<file path="src/rtl/uart_pkg.sv">
// Shared UART definitions: FSM state codes, default oversampling and the baud
// divider math, so the transmitter and receiver derive timing the same way.
package uart_pkg;

  localparam int OVERSAMPLE_DEF = 16;

  localparam logic [1:0] ST_IDLE  = 2'd0;
  localparam logic [1:0] ST_START = 2'd1;
  localparam logic [1:0] ST_DATA  = 2'd2;
  localparam logic [1:0] ST_STOP  = 2'd3;

  // System clocks per oversample tick, truncated (100 MHz / (57600*16) -> 108).
  function automatic int calc_div(input int clk_freq, input int baudrate, input int oversample);
    return clk_freq / (baudrate * oversample);
  endfunction

endpackage

</file>
<file path="src/rtl/baud_tick_gen.sv">
// Free-running divider producing a one-cycle tick every DIV clocks; clr restarts
// the period so the tick phase can be aligned to an external event.
module baud_tick_gen #(
  parameter int DIV = 108
) (
  input  logic clk,
  input  logic reset,
  input  logic clr,
  output logic tick
);

  localparam int CW = (DIV > 1) ? $clog2(DIV) : 1;
  localparam logic [CW-1:0] LAST = CW'(DIV - 1);

  logic [CW-1:0] r_cnt;

  always_ff @(posedge clk) begin
    if (reset || clr) begin
      r_cnt <= '0;
    end else if (r_cnt == LAST) begin
      r_cnt <= '0;
    end else begin
      r_cnt <= r_cnt + 1'b1;
    end
  end

  assign tick = (r_cnt == LAST);

endmodule

</file>
<file path="src/rtl/uart_rx.sv">
// 8N1 UART receiver: 2-FF synchronizer, start-edge detect, oversampled
// mid-bit sampling, byte output with valid strobe, framing-error strobe and good-byte counter.
module uart_rx
  import uart_pkg::*;
#(
  parameter int CLK_FREQ   = 100_000_000,
  parameter int BAUDRATE   = 57600,
  parameter int OVERSAMPLE = OVERSAMPLE_DEF
) (
  input  logic       clk,
  input  logic       reset,
  input  logic       rx_in,
  output logic [7:0] rx_data,
  output logic       rx_valid,
  output logic       frame_err,
  output logic [7:0] rx_count
);

  localparam int DIV = calc_div(CLK_FREQ, BAUDRATE, OVERSAMPLE);
  localparam int OSW = $clog2(OVERSAMPLE);
  localparam logic [OSW-1:0] HALF_LAST = OSW'(OVERSAMPLE / 2 - 1);
  localparam logic [OSW-1:0] FULL_LAST = OSW'(OVERSAMPLE - 1);

  logic           r_sync1;
  logic           r_rx_s;
  logic           r_rx_d;
  logic [1:0]     r_state;
  logic [OSW-1:0] r_os_cnt;
  logic [2:0]     r_bit_idx;
  logic [7:0]     r_shift;
  logic [7:0]     r_rx_data;
  logic           r_rx_valid;
  logic           r_frame_err;
  logic [7:0]     r_rx_count;

  logic w_start_edge;
  logic w_clr;
  logic w_tick;

  // Flops reset low, so a line stuck low never produces a start edge until it has been seen high.
  always_ff @(posedge clk) begin
    if (reset) begin
      r_sync1 <= 1'b0;
      r_rx_s  <= 1'b0;
      r_rx_d  <= 1'b0;
    end else begin
      r_sync1 <= rx_in;
      r_rx_s  <= r_sync1;
      r_rx_d  <= r_rx_s;
    end
  end

  assign w_start_edge = r_rx_d & ~r_rx_s;
  assign w_clr        = (r_state == ST_IDLE) && w_start_edge;

  baud_tick_gen #(
    .DIV(DIV)
  ) u_tick (
    .clk  (clk),
    .reset(reset),
    .clr  (w_clr),
    .tick (w_tick)
  );

  always_ff @(posedge clk) begin
    if (reset) begin
      r_state     <= ST_IDLE;
      r_os_cnt    <= '0;
      r_bit_idx   <= '0;
      r_shift     <= '0;
      r_rx_data   <= '0;
      r_rx_valid  <= 1'b0;
      r_frame_err <= 1'b0;
      r_rx_count  <= '0;
    end else begin
      r_rx_valid  <= 1'b0;
      r_frame_err <= 1'b0;
      case (r_state)
        ST_IDLE: begin
          if (w_start_edge) begin
            r_state  <= ST_START;
            r_os_cnt <= '0;
          end
        end
        ST_START: begin
          if (w_tick) begin
            if (r_os_cnt == HALF_LAST) begin
              r_os_cnt <= '0;
              if (r_rx_s) begin
                r_state <= ST_IDLE;
              end else begin
                r_state   <= ST_DATA;
                r_bit_idx <= '0;
              end
            end else begin
              r_os_cnt <= r_os_cnt + 1'b1;
            end
          end
        end
        ST_DATA: begin
          if (w_tick) begin
            if (r_os_cnt == FULL_LAST) begin
              r_os_cnt  <= '0;
              r_shift   <= {r_rx_s, r_shift[7:1]};
              r_bit_idx <= r_bit_idx + 3'd1;
              if (r_bit_idx == 3'd7) begin
                r_state <= ST_STOP;
              end
            end else begin
              r_os_cnt <= r_os_cnt + 1'b1;
            end
          end
        end
        ST_STOP: begin
          // Leaving at mid-stop lets a zero-idle next start bit be caught.
          if (w_tick) begin
            if (r_os_cnt == FULL_LAST) begin
              r_os_cnt <= '0;
              r_state  <= ST_IDLE;
              if (r_rx_s) begin
                r_rx_data  <= r_shift;
                r_rx_valid <= 1'b1;
                r_rx_count <= r_rx_count + 8'd1;
              end else begin
                r_frame_err <= 1'b1;
              end
            end else begin
              r_os_cnt <= r_os_cnt + 1'b1;
            end
          end
        end
        default: r_state <= ST_IDLE;
      endcase
    end
  end

  assign rx_data   = r_rx_data;
  assign rx_valid  = r_rx_valid;
  assign frame_err = r_frame_err;
  assign rx_count  = r_rx_count;

endmodule

</file>
<file path="config.mk">
export PLATFORM = sky130hd
export DESIGN_NAME = uart_rx
export DESIGN_NICKNAME = d
export VERILOG_FILES = /design/src/rtl/uart_pkg.sv /design/src/rtl/baud_tick_gen.sv /design/src/rtl/uart_rx.sv
export SDC_FILE = /design/constraint.sdc
export NUM_CORES = 1
export LEC_CHECK = 0
export BUFFER_PORTS_ARGS = -buffer_cell sky130_fd_sc_hd__buf_2
export CAP_MARGIN = 10
export CORE_MARGIN = 2
export CORE_UTILIZATION = 57
export CTS_CLUSTER_SIZE = 30
export DETAILED_ROUTE_END_ITERATION = 8
export PLACE_DENSITY_LB_ADDON = 0.1
export SYNTH_ARGS = -nofsm -noshare
export SYNTH_HDL_FRONTEND = slang
export SYNTH_SLANG_ARGS = --single-unit
</file>
<file path="constraint.sdc">
create_clock -name clk -period 2.25 [get_ports clk]
set_input_delay 0.1125 -clock clk [delete_from_list [all_inputs] [get_ports clk]]
set_output_delay 0.1125 -clock clk [all_outputs]
set_load 0.03 [all_outputs]
</file>
==> qor.csv <==
stage,metric,value,unit
status,status,"complete, no violations",
layout,final std cells w/o fill,275,
setup_path,Reg2Reg Depth,4,
cts,CTS H-tree lvls,2,
floorplan,Ports,21,
synth,Async SR Flop Fraction,0,%
synth,top area cells in the synthesized netlist,"dfxtp_1 48%, mux2i_1 5.3%, nand2_1 5.2%, nor2_1 5.2%, a21oi_1 4.5%",
routing,vias per cell,5.51,
routing,residual DRC count,0,
power,switch share,22.6,%
layout,"commonest non-fill, non-tap cells in the layout","45 x dfxtp_1, 26 x nand2_1, 26 x nor2_1, 20 x buf_2, 17 x a21oi_1",
floorplan,die width,61.5,µm
power,combinational share of power,2.8,%
layout,Nets,238,
floorplan,row count,20,
cts,TritonCTS buffer count,5,
global_routing,Overflow after GRT,0,
cts,cts hold-fix bufs,1,
placed_design,Cells after DPL,266,
setup_path,Crit path max-delay family,simple AND/OR/NAND/NOR gates,
cts,post_cts resized,0,
cts,Clock transition at path regs,120,ps
routing,Initial DRC Count,88,
routing,via count,1514,
synth,Synth cell types,45,
sta,Rel. slew slack,55.9,%
sta,Max Freq,0.487,GHz
setup_path,Worst R2R Setup Slack,200,ps
flow_run,MaxCap Viol Count,0,
routing,DRT antenna net count,0,
setup_path,CP Max Fanout,13,
power,Max IR drop VDD,484,µV
placed_design,DP Area,2030,µm²
layout,layout cells sized above 1,16.9,%
layout,Final Cell Area,2090,µm²
cts,clock latency at the later pin of the worst-skew pair,350,ps
synth,Synth Cell Area,1890,µm²
sta,Fin. Hold Viols,0,
sta,Slew @ Worst Pin,661,ps
global_routing,antenna violations before repair,0,
synth,post-synth net total,215,
sta,worst setup margin,196,ps
global_routing,first-pass GRT wire length,5550,µm
placed_design,pre-CTS WS,240,ps
global_routing,total global routing track utilization,19.8,%
floorplan,Die Y,61.5,µm
sta,RSZ-0062 raised after global routing,false,
sta,min cycle time layout,2050,ps
synth,register area share after synthesis,47.8,%
synth,Synth warnings,0,
floorplan,core area,3100,µm²
synth,Yosys top cell by area,dfxtp_1,
setup_path,slowest CP cell,dfxtp_1,
global_routing,largest net degree at the start of global routing,41,
layout,Multi-input gate area,925,µm²
cts,Sink Count,45,
synth,synthesized flop and latch total,45,
power,net switching power,0.274,mW
cts,CTS tree,built,
synth,Post-synth EDFFs,0,
routing,1st-pass router iterations,4,
synth,cells after synthesis,207,
min_path,Min-Delay Path Class,input pin to register,
sta,Final setup viols,0,
setup_path,CP bufs+invs,0,
setup_path,r2r endpoint,rx_count[5],
global_routing,number of global-route vias before repair,1323,
power,P per Cell Area,578,nW/µm²
power,LEAKAGE,0.772,nW
setup_path,CP max stage delay,570,ps
sta,Final Skew,7.66,ps
min_path,Hold Crit Start,reset,
synth,Synth top area share,47.8,%
power,cell-internal power,0.937,mW
cts,Clock Path Buffers,2,
setup_path,CP Data Required Time,2530,ps
setup_path,Setup CP Type,register to register,
min_path,Hold Path Stages,2,
layout,"commonest non-fill, non-tap cell in the layout",dfxtp_1,
routing,Post-Route WL,3310,µm
sta,final setup TNS,0,ps
sta,Max Slew Vio Count,0,
min_path,Hold EP,r_os_cnt[2],
synth,Mean Syn Cell Area,9.11,µm²
floorplan,Initial Util,60.8,%
layout,Area Growth Syn to Fin,11.1,%
layout,Filler Cell Count,260,
setup_path,Worst setup SP type,register,
synth,Post-synth top flop,dfxtp_1,
power,sequential power share,67.0,%
layout,storage element area,901,µm²
placed_design,PortBufs,20,
layout,n_diodes,0,
cts,Root Buffer,clkbuf_4,
power,post-route total power,1.21,mW
sta,period utilisation layout,91.3,%
floorplan,die area,3780,µm²
setup_path,endpoint type of the worst setup path,register,
cts,post-CTS setup buffer count,0,
placed_design,Detailed Place HPWL,2360,µm
routing,routed len/inst,12.0,µm
setup_path,Critical Path AT,2340,ps
power,clock power share,30.2,%
setup_path,CP Cell Sequence,nand4_1 > or3_1 > or4_1 > a21oi_1,
placed_design,global placement routability congestion,0.848,
-- power by group through the flow --
stage	clock, mW	sequential [mW]	combinational, mW
floorplan	0	0.826	0.0286
global placement	0	0.828	0.0325
detailed placement	0	0.829	0.0336
CTS	0.382	0.811	0.0351
global route	0.413	0.813	0.0392
finish	0.365	0.811	0.0343
-- area by class of cell --
type / count / share of cell area, %
clock buffer: 6 / 1.97
clock inverter: 2 / 0.478
inverter: 4 / 0.717
multi-input combinational: 148 / 44.1
sequential: 45 / 43.0
tap: 44 / 2.63
timing repair buffer: 26 / 7.05
-- synth_stat cells (3+ instances only) --
master and n:
nand2_1 26, dfxtp_1 45, inv_1 4, nand3_1 6, o21ai_0 4, mux2i_1 10, nor2b_1 4, a21oi_1 17
or3_1 5, ha_1 5, nor2_1 26, clkbuf_1 4, xnor2_1 5, buf_2 3
-- worst max-delay path by stage --
| stage | endpoint | cells past startpoint |
|---|---|---|
| detailed placement | rx_count[5] | 4 |
| global placement | rx_count[5] | 4 |
| floorplan | r_state[0] | 5 |
| global route | r_state[0] | 5 |
| finish | rx_count[5] | 4 |
| CTS | rx_count[5] | 4 |
-- sequential cells by signal, indices dropped and copies added, names as in the netlist, named ones only --
register and cells:
r_shift 8, frame_err 1, u_tick.r_cnt 7, r_os_cnt 4
rx_count 8, rx_data 8, rx_valid 1, r_state 1
r_sync1 1, r_rx_d 1, r_rx_s 1, r_bit_idx 3
-- logic make-up after synthesis --
kind of cell | after synthesis | synth area share (%)
AND/OR/NAND/NOR | 90 | 24.7
flip-flops | 45 | 47.8
AO/OA/AOI/OAI | 34 | 11.3
buffers and inverters | 14 | 3.18
multiplexers | 12 | 6.50
XOR/XNOR | 7 | 3.25
adder cells (fa/ha/maj) | 5 | 3.32
-- per-stage QoR --
step | hold slack, ps | utilization [%]
2_1_floorplan | 241 | -
3_3_place_gp | 330 | 65.5
3_5_place_dp | 334 | 65.5
4_1_cts | 260 | 67.5
5_1_grt | 295 | 67.5
6_report | 270 | 67.5
-- per-layer routing --
metal / global-route usage (%) / wire (µm)
met5: 0 / 0
met4: 7.60 / 48
met3: 6.51 / 141
met2: 33.8 / 1560
met1: 22.8 / 1560
(Power assumes the default switching activity.)
